### config.mk
export PLATFORM = sky130hd
export DESIGN_NAME = coin_seq_driver
export DESIGN_NICKNAME = d
export VERILOG_FILES = /design/src/rtl/coin_seq_pkg.sv /design/src/rtl/coin_seq_timer.sv /design/src/rtl/coin_seq_driver.sv
export SDC_FILE = /design/constraint.sdc
export NUM_CORES = 1
export LEC_CHECK = 0
export ABC_AREA = 0
export CORE_MARGIN = 5
export CORE_UTILIZATION = 31
export DETAILED_ROUTE_END_ITERATION = 16
export HOLD_SLACK_MARGIN = 0.02
export PLACE_DENSITY = 0.54
export SLEW_MARGIN = 30
export SYNTH_ARGS = -nofsm -noshare
export SYNTH_HDL_FRONTEND = slang
export SYNTH_HIERARCHICAL = 1
export SYNTH_SLANG_ARGS = --single-unit
export TNS_END_PERCENT = 50
### constraint.sdc
create_clock -name clk -period 2.9 [get_ports clk]
set_input_delay 0.87 -clock clk [delete_from_list [all_inputs] [get_ports clk]]
set_output_delay 0.87 -clock clk [all_outputs]
set_load 0.01 [all_outputs]
### src/rtl/coin_seq_pkg.sv
// coin_seq_pkg: state encoding and Ca status codes shared by the coin sequence initiator
package coin_seq_pkg;
    localparam logic [2:0] S_IDLE   = 3'd0;
    localparam logic [2:0] S_COIN1  = 3'd1;
    localparam logic [2:0] S_INSERT = 3'd2;
    localparam logic [2:0] S_GAP    = 3'd3;
    localparam logic [2:0] S_COIN2  = 3'd4;
    localparam logic [2:0] S_WAIT   = 3'd5;
    localparam logic [2:0] S_DONE   = 3'd6;
    localparam logic [2:0] S_ERR    = 3'd7;
    localparam logic [1:0] CA_IDLE   = 2'b00;
    localparam logic [1:0] CA_FIRST  = 2'b01;
    localparam logic [1:0] CA_SECOND = 2'b10;
    localparam logic [1:0] CA_DONE   = 2'b11;
endpackage

### src/rtl/coin_seq_timer.sv
// coin_seq_timer: CNT_W-bit down-counter (ld/ld_val load, dec enable, saturates at zero, zero flag out)
module coin_seq_timer #(
    parameter int CNT_W = 5
) (
    input  logic             clk,
    input  logic             reset,
    input  logic             ld,
    input  logic             dec,
    input  logic [CNT_W-1:0] ld_val,
    output logic             zero
);
    logic [CNT_W-1:0] cnt;
    assign zero = cnt == '0;
    always_ff @(posedge clk) begin
        if (reset) cnt <= '0;
        else if (ld) cnt <= ld_val;
        else if (dec && !zero) cnt <= cnt - 1'b1;
    end
endmodule

### src/rtl/coin_seq_driver.sv
// coin_seq_driver: drives c1/c2/i strobes then waits for Ca==11 (ports clk reset start order ca_in -> c1_out c2_out i_out busy done timeout_err result_ca; abort input when COIN_SEQ_ABORT_EN)
module coin_seq_driver
    import coin_seq_pkg::*;
#(
    parameter int PULSE_LEN = 2,
    parameter int GAP_CYC   = 1,
    parameter int TIMEOUT   = 16,
    parameter int CNT_W     = 5
) (
    input  logic       clk,
    input  logic       reset,
    input  logic       start,
    input  logic       order,
`ifdef COIN_SEQ_ABORT_EN
    input  logic       abort,
`endif
    input  logic [1:0] ca_in,
    output logic       c1_out,
    output logic       c2_out,
    output logic       i_out,
    output logic       busy,
    output logic       done,
    output logic       timeout_err,
    output logic [1:0] result_ca
);
    localparam logic             HAS_GAP = GAP_CYC > 0;
    localparam logic [CNT_W-1:0] PL = CNT_W'(PULSE_LEN - 1);
    localparam logic [CNT_W-1:0] GL = CNT_W'(GAP_CYC > 0 ? GAP_CYC - 1 : 0);
    localparam logic [CNT_W-1:0] TL = CNT_W'(TIMEOUT - 1);
    logic [2:0]       state, nxt;
    logic             ord, ld, zero;
    logic [CNT_W-1:0] ld_val;
    coin_seq_timer #(.CNT_W(CNT_W)) u_timer (
        .clk(clk), .reset(reset), .ld(ld), .dec(!ld), .ld_val(ld_val), .zero(zero)
    );
    always_comb begin
        nxt    = state;
        ld     = 1'b0;
        ld_val = PL;
        case (state)
            S_IDLE:   begin nxt = start ? S_COIN1 : S_IDLE; ld = start; end
            S_COIN1:  nxt = zero ? S_INSERT : S_COIN1;
            S_INSERT: begin nxt = HAS_GAP ? S_GAP : S_COIN2; ld = 1'b1; ld_val = HAS_GAP ? GL : PL; end
            S_GAP:    begin nxt = zero ? S_COIN2 : S_GAP; ld = zero; end
            S_COIN2:  begin nxt = zero ? S_WAIT : S_COIN2; ld = zero; ld_val = TL; end
            S_WAIT:   nxt = ca_in == CA_DONE ? S_DONE : zero ? S_ERR : S_WAIT;
            default:  nxt = S_IDLE;
        endcase
`ifdef COIN_SEQ_ABORT_EN
        if (abort && state != S_IDLE) begin
            nxt = S_IDLE;
            ld  = 1'b0;
        end
`endif
    end
    always_ff @(posedge clk) begin
        if (reset) begin
            state     <= S_IDLE;
            ord       <= 1'b0;
            result_ca <= CA_IDLE;
        end else begin
            state <= nxt;
            if (state == S_IDLE && start) ord <= order;
            if (nxt == S_DONE || nxt == S_ERR) result_ca <= ca_in;
        end
    end
    assign c1_out      = (state == S_COIN1 && !ord) || (state == S_COIN2 && ord);
    assign c2_out      = (state == S_COIN1 && ord) || (state == S_COIN2 && !ord);
    assign i_out       = state == S_INSERT;
    assign busy        = state != S_IDLE;
    assign done        = state == S_DONE;
    assign timeout_err = state == S_ERR;
endmodule

==> results of run 1 <==
==> tightest hold or removal path, stage by stage, from the launching register on <==
cell	delay, ns
dfxtp_1	0.31
nand2b_1	0.06
mux2i_1	0.05
==> flip-flops by register name (all words and copies together), names as in the netlist <==
| signal | cells |
|---|---|
| u_timer/cnt | 5 |
| state | 3 |
| result_ca | 2 |
| ord | 1 |
==> layout by cell type (no fill, tap or decap), types with 2 or more instances in the layout <==
| master | instances |
|---|---|
| a21o_1 | 2 |
| a21oi_1 | 10 |
| a311oi_1 | 2 |
| and3_1 | 2 |
| buf_4 | 6 |
| clkbuf_4 | 3 |
| clkdlybuf4s50_1 | 13 |
| dfxtp_1 | 11 |
| inv_1 | 6 |
| mux2i_1 | 3 |
| nand2_1 | 8 |
| nand2b_1 | 6 |
| nand3_1 | 2 |
| nand3b_1 | 2 |
| nor2_1 | 7 |
| nor2b_1 | 4 |
| nor3_1 | 2 |
| o21ai_1 | 2 |
| or3_1 | 2 |
| or3b_1 | 2 |
==> per-layer routing <==
layer | global-route usage, % | vias to the layer above | share of wire [%]
li1 | - | 366 | -
met1 | 10.8 | 317 | 45
met2 | 16.8 | 20 | 48
met3 | 2.38 | 2 | 6.6
met4 | 4.75 | 0 | 0.61
met5 | 0 | - | 0
==> synth_stat cells, drive strengths merged <==
cell type  count  area share [%]
buf            5             4.4
nor4b          1             2.0
or4b           1             1.3
a2111oi        2             5.6
clkbuf         1            0.49
nand2          8             3.9
nor3           2             1.3
inv            6             2.9
a311o          1             1.3
ha             1             1.6
or3b           2             2.3
a21oi         10             6.5
nand3b         2             2.0
and3           3             3.1
dfxtp         11              29
nand3          2             1.3
a21o           2             2.0
o211a          1             1.3
nor2           7             3.4
o21ai          3             2.0
a311oi         2             2.3
a221oi         1             1.1
o21bai         1            0.98
nor2b          4             3.3
conb           1            0.49
nor3b          1             1.6
or3            2             1.6
and3b          1             1.1
nand2b         6             4.9
mux2i          3             3.9
o311ai         1             1.1
==> per-stage QoR <==
step                instances  setup WS [ns]  total power [mW]  area [µm²]  hold slack (ns)
floorplan                  94          0.431             0.624         766            0.475
finish                    141          0.284             0.842         967            0.472
CTS                       141          0.267             0.848         967            0.477
global placement          137          0.416             0.725         941            0.457
global route              141          0.162             0.913         967            0.492
detailed placement        137          0.392             0.739         941            0.463
==> layout make-up <==
cell class	instances	area [µm²]
Fill cell	257	1440
Multi-Input combinational cell	71	485
Sequential cell	11	220
Timing Repair Buffer	19	175
Tap cell	30	37.5
Clock buffer	4	26.3
Inverter	6	22.5
==> cells by family (layout without fill, tap and decap cells) <==
group | Yosys count | count (layout)
buffers and inverters | 12 | 29
adder cells (fa/ha/maj) | 1 | 1
other | 1 | 1
AND/OR/NAND/NOR | 42 | 42
flip-flops | 11 | 11
AO/OA/AOI/OAI | 24 | 24
multiplexers | 3 | 3
==> path summary, 6_finish.rpt <==
check                      start        endpoint  slack [ns]  cells past startpoint
setup / recovery        state[2]          c2_out        0.28                      3
hold / removal      result_ca[1]    result_ca[1]        0.47                      2
setup reg to reg  u_timer/cnt[1]  u_timer/cnt[1]        0.45                      9
hold reg to reg     result_ca[1]    result_ca[1]        0.47                      2
==> report_power, final <==
group / internal, mW / leakage (nW) / switching, mW
Combinational: 0.234 / 0.273 / 0.277
Sequential: 0.193 / 0.0902 / 0.0330
Clock: 0.0532 / 0.0150 / 0.0518
Total: 0.480 / 0.378 / 0.362
==> results.py, run 1 <==
metrics = {
    "power_and_ir_drop": {
        "power.density_nw_per_um2": 871,
        "vdd_ir_drop_max_mv": 0.428,
        "p_leak_nw": 0.378,
    },
    "global_route": {
        "grt_pass1_wl_um": 2670,
        "antenna_found_initial": 0,
        "grt-ovfl-total": 0,
        "grt_pass1_vias": 639,
        "grtUsageTotal_pct": 9.65,
        "grt_max_degree": 15,
    },
    "cells_and_area": {
        "diodes": 0,
        "syn_to_final_growth_pct": 26.3,
        "postLayoutCoreUtil_pct": 40.1,
        "final_nets": 119,
        "layout-drive-gt1-share_pct": 12.6,
    },
    "routing": {
        "viasPerCell": 5.00,
        "vias": 705,
        "drtIter0Drc": 17,
        "drtAntennaViolNets": 0,
        "wire_per_inst_um": 11.5,
        "post-route-drc-count": 0,
        "postRouteWirelength_um": 1630,
        "drt_pass1_iterations": 4,
    },
    "yosys": {
        "syn-num-nets": 101,
        "synth-simple-area-share_pct": 33.2,
        "synthAdderAreaFrac_pct": 1.63,
        "synth-xor-area-share_pct": 0,
        "yosys_warnings": 6,
        "netlist_instances": 94,
        "synth_mux_area_share_pct": 3.92,
        "synth_compound_area_share_pct": 24.2,
        "synth_cell_types": 36,
        "ys_ff_latch": 11,
        "seq_area_frac_synth_pct": 28.8,
        "syn_area_um2": 766,
        "synth_top_family_by_area": "simple AND/OR/NAND/NOR gates",
        "synth_area_per_cell_um2": 8.15,
    },
    "clocking": {
        "clk_latency_ns": 0.26,
        "cts_buffers": 3,
        "path_clk_slew_ns": 0.07,
        "cts_root_buf": "clkbuf_4",
        "cts_max_path_buffers": 2,
        "cts_tree": "yes",
        "cts_resized": 0,
        "post_cts_buffers": 0,
        "h-tree-depth": 1,
        "cts.sinks": 11,
        "holdBufCountCts": 0,
    },
    "run_status": {
        "status": "finished clean",
    },
    "sta": {
        "period_needed_ns": 2.62,
        "setup_tns_ns": 0,
        "min_period_over_period_pct": 90.2,
        "hold_viol": 0,
        "worst_clock_skew_ns": 0.000575,
        "finalSetupViolCount": 0,
        "fmax_mhz": 382,
        "rsz0062_at_grt": "false",
        "slew_viol_final": 0,
    },
    "worst_setup_path": {
        "crit_slowest_cell": "clkdlybuf4s50_1",
        "crit_required_ns": 2.03,
        "cp_max_fo": 6,
        "cp_slowest_stage_delay_ns": 0.55,
        "crit_chain": "or3b_1, a21oi_1, clkdlybuf4s50_1",
        "cp-start-kind": "flop",
        "cp_top_family": "buffers and inverters",
        "setup.worst_path.end_class": "output port",
        "worst-setup-path-type": "flop to output port",
        "worstPathArrival_ns": 1.75,
        "path_buf_inv": 1,
    },
    "hold_path": {
        "worstHoldPathType": "flop to flop",
    },
    "die": {
        "num_io_pins": 14,
        "start_util_pct": 31.8,
        "die_area_um2": 3560,
        "core_area_um2": 2410,
        "dieWidth_um": 59.7,
        "die_height_um": 59.7,
        "row_count": 18,
    },
    "placed_design": {
        "routabilityCongestion": 0.789,
        "dpl.hpwl_um": 1210,
        "portBuffers": 13,
    },
    "run": {
        "maxCapViolations": 0,
    },
}
Note: power is estimated with default switching activity, not from simulation.
==> run 2, diff against run 1 <==
Settings changed: CORE_MARGIN 5 to unset, CTS_CLUSTER_DIAMETER set to 60.
==> run 2 against run 1 <==
Compared with the run above: clock-buffer cell count stayed put; wire length is 3.9% lower; critical path depth stayed put; power is 0.32% lower; clock power hardly changed; register-to-register slack hardly changed; worst hold slack better by 0.0041 ns; clock skew is 0.0015 ns higher; worst setup slack better by 0.022 ns; fmax is 0.85% higher; critical path type unchanged; largest cell class unchanged; highest routed layer unchanged.
==> results.py, run 2 (synthesis gave the netlist of run 1 again) <==
metrics = {
    "run_status": {
        "status": "finished clean",
    },
    "cells_and_area": {
        "final_nets": 119,
        "diodes": 0,
        "syn_to_final_growth_pct": 26.0,
        "top_regs": "u_timer/cnt (5), state (3), result_ca (2)",
        "top_register": "u_timer/cnt",
        "layout_common_cells": "13 x clkdlybuf4s50_1, 11 x dfxtp_1, 10 x a21oi_1",
        "final_common_cell": "clkdlybuf4s50_1",
        "largest_register_ffs": 5,
        "register_area_um2": 220,
        "nFillCells": 225,
        "multi_input_area_um2": 485,
        "layout.cells.non_filler": 139,
        "layout-drive-gt1-share_pct": 12.6,
    },
    "clocking": {
        "holdBufCountCts": 0,
        "cts_resized": 0,
        "cts.sinks": 11,
        "cts_max_path_buffers": 2,
        "cts_buffers": 3,
        "clk_latency_ns": 0.26,
        "post_cts_buffers": 0,
        "path_clk_slew_ns": 0.08,
        "cts_root_buf": "clkbuf_4",
        "cts_tree": "yes",
        "h-tree-depth": 1,
    },
    "die": {
        "dieWidth_um": 51.7,
        "die_area_um2": 2670,
        "num_io_pins": 14,
        "row_count": 17,
        "core_area_um2": 2280,
        "die_height_um": 51.7,
        "start_util_pct": 33.6,
    },
    "sta": {
        "setup_slack_ns": 0.306,
        "period_needed_ns": 2.59,
        "worst_clock_skew_ns": 0.00212,
        "fmax_mhz": 385,
        "slew_viol_final": 0,
        "min_period_over_period_pct": 89.5,
        "rsz0062_at_grt": "false",
        "setup_tns_ns": 0,
        "hold_viol": 0,
        "worst_hold_slack_ns": 0.476,
        "finalSetupViolCount": 0,
    },
    "worst_setup_path": {
        "crit_required_ns": 2.03,
        "cp-start-kind": "flop",
        "cp_max_fo": 6,
        "worstPathArrival_ns": 1.72,
        "worst-setup-path-type": "flop to output port",
        "setup.worst_path.end_class": "output port",
    },
    "routing": {
        "wire_per_inst_um": 11.3,
        "post-route-drc-count": 0,
        "vias": 701,
        "drtAntennaViolNets": 0,
        "viasPerCell": 5.04,
        "postRouteWirelength_um": 1560,
        "drtIter0Drc": 6,
        "drt_pass1_iterations": 4,
    },
    "placed_design": {
        "placed_cells": 135,
        "routabilityCongestion": 0.746,
        "place_ws_ns": 0.371,
        "portBuffers": 13,
        "dpl.hpwl_um": 1150,
    },
    "global_route": {
        "grt-ovfl-total": 0,
        "grt_pass1_wl_um": 2890,
        "grt_pass1_vias": 671,
        "grtUsageTotal_pct": 14.3,
        "antenna_found_initial": 0,
        "grt_max_degree": 14,
    },
    "run": {
        "maxCapViolations": 0,
    },
    "power_and_ir_drop": {
        "vdd_ir_drop_max_mv": 0.380,
        "power.density_nw_per_um2": 870,
        "p_leak_nw": 0.378,
    },
    "hold_path": {
        "worstHoldPathType": "flop to flop",
    },
}
## run 2: cell counts in the layout (fill, tap and decap cells not counted)
Identical to the previous run, type by type.
## run 2: metrics by stage
step | total power, mW | instance area (µm²) | utilization, %
after global routing | 0.919 | 965 | 42.4
after global placement | 0.729 | 938 | 41.2
after floorplan | 0.624 | 766 | -
after detailed placement | 0.733 | 938 | 41.2
final | 0.839 | 965 | 42.4
after CTS | 0.844 | 965 | 42.4
## run 2: critical path: stages, from the launching register on
cell and delay (ns):
dfxtp_1 0.41, or3b_1 0.36, a21oi_1 0.14, clkdlybuf4s50_1 0.54
## run 2: final timing paths
kind | end | from | cells past startpoint | slack, ns
hold reg to reg | result_ca[0] | result_ca[0] | 2 | 0.48
hold / removal | result_ca[0] | result_ca[0] | 2 | 0.48
setup reg to reg | u_timer/cnt[1] | u_timer/cnt[1] | 9 | 0.44
setup / recovery | c2_out | state[2] | 3 | 0.31
## run 2: metal layers
metal	GRT usage, %	part of all wire, %	vias to the layer above
li1	-	-	366
met1	20.2	52	320
met2	20.3	43	13
met3	3.80	4.0	2
met4	5.86	0.64	0
met5	0	0	-
## run 2: area by class of cell
cell class                 instances  area share, %
multi-input combinational         71           50.3
inverter                           6           2.33
tap                               28           3.63
clock buffer                       4           2.72
sequential                        11           22.8
timing repair buffer              19           18.2
## run 2: power by group
group          switching [mW]  internal, mW  leakage, nW
sequential             0.0334         0.193       0.0902
clock                  0.0541        0.0531       0.0150
combinational           0.273         0.233        0.273
total                   0.360         0.479        0.378
==> variant: new RTL, settings of run 2 <==
Put a register stage on the outputs `c1_out`, `c2_out`, `i_out`, `busy`, `done` and `timeout_err`, with the module's reset. The values now appear one clock later. The other outputs are not delayed to match.
--- a/src/rtl/coin_seq_driver.sv
+++ b/src/rtl/coin_seq_driver.sv
@@ -65,10 +65,21 @@
         end
     end
-    assign c1_out      = (state == S_COIN1 && !ord) || (state == S_COIN2 && ord);
-    assign c2_out      = (state == S_COIN1 && ord) || (state == S_COIN2 && !ord);
-    assign i_out       = state == S_INSERT;
-    assign busy        = state != S_IDLE;
-    assign done        = state == S_DONE;
-    assign timeout_err = state == S_ERR;
+    always_ff @(posedge clk) begin
+        if (reset) begin
+            c1_out      <= '0;
+            c2_out      <= '0;
+            i_out       <= '0;
+            busy        <= '0;
+            done        <= '0;
+            timeout_err <= '0;
+        end else begin
+            c1_out      <= (state == S_COIN1 && !ord) || (state == S_COIN2 && ord);
+            c2_out      <= (state == S_COIN1 && ord) || (state == S_COIN2 && !ord);
+            i_out       <= state == S_INSERT;
+            busy        <= state != S_IDLE;
+            done        <= state == S_DONE;
+            timeout_err <= state == S_ERR;
+        end
+    end
 endmodule
 
Formal check against the unedited RTL: not equivalent (Yosys sat finds a counterexample within 4 cycles, from zero or initial values and one cycle with reset high).
==> variant against run 2 <==
- the flow now finishes with violations (design-rule violations)
- core utilization decreased by 3.1 points
- fmax increased by 4.7%
- worst hold slack improved by 5.1 ps
- synthesized area increased by 23%
- setup slack improved by 120 ps
- critical endpoint is now u_timer/cnt[1]
- synthesized cell count increased by 8.5%
- critical path depth increased by 6
- routed wire length increased by 10%
- critical path type is now flop to flop
- register-to-register slack got worse by 20 ps
- sequential cell count increased by 6
- die area increased by 22%
- power increased by 13%
- cell area increased by 14%
==> variant: results (changes against run 2) <==
metric,value,unit,change
worst hold path endpoint,result_ca[1],,
"Non-clock buffers, area share",13.9,%,-4.3 points
GRT Total Usage,11.2,%,-3.1 points
"reg-to-reg slack, setup",420,ps,-20 ps
power dissipated in sequential cells,0.000355,W,+56%
"delay-heaviest family, CP",compound AO/OA/AOI/OAI gates,,
Skew-Pair Late Insertion Delay,310,ps,+50 ps
WL met2,748,µm,+10%
multi-input gates,73,,+2.8%
Setup Skew,12.1,ps,+10.0 ps
FF+latch area,340,µm²,+55%
Syn Nets,109,,+7.9%
Worst Setup EP,u_timer/cnt[1],,
share of final layout cell area taken by clock buffers and inverters,2.73,%,+0.0035 points
maximum ir drop on the vdd rail,0.000292,V,-23%
fraction of layout cells with a size suffix above 1,14.8,%,+2.2 points
Iteration-0 DRC Markers,14,,+8
buffers outside the clock class,16,,-3
average detailed-routed wire length per instance,11.8,µm,+4.7%
grt met2 use,17.6,%,-2.7 points
layout net count,123,,+3.4%
result of the run,finished with violations,,
Switching Power,0.000397,W,+10%
first drt pass iteration count,10,,+6
max incr delay on CP,600,ps,+60 ps
maximum number of pins on one net before global-route repair,15,,+1
CP Max Fanout,9,,+3
fraction of met3 tracks used by global routing,2.72,%,-1.1 points
origin of the worst min-delay path,result_ca[1],,
"Seq/Total Area, Yosys",36.2,%,+7.5 points
total DRC errors in the routed layout,5,,+5
violated checks,design-rule violations,,
Placed Area,1070,µm²,+14%
wire length of the first global-routing pass,2750,µm,-4.8%
[variant: cell count changes after synthesis, sizes merged, moves of 2 or more]
cell,before,now
and2b,0,3
dfxtp,11,17
nand3b,2,0
nor3,2,6
or3b,2,0
[variant: through the flow]
step / util, % / setup slack (ps)
after floorplan: - / 458
after global placement: 38.2 / 350
after detailed placement: 38.2 / 302
after CTS: 39.3 / 418
after global routing: 39.3 / 259
final: 39.3 / 421
[variant: logic make-up (layout without fill, tap and decap cells)]
kind of cell | after synthesis | in the layout | synth area share, %
AND/OR/NAND/NOR | 43 | 43 | 28.8
AO/OA/AOI/OAI | 24 | 24 | 20.6
flip-flops | 17 | 17 | 36.2
buffers and inverters | 12 | 25 | 8.39
multiplexers | 4 | 4 | 4.26
adder cells (fa/ha/maj) | 1 | 1 | 1.33
other | 1 | 1 | 0.399
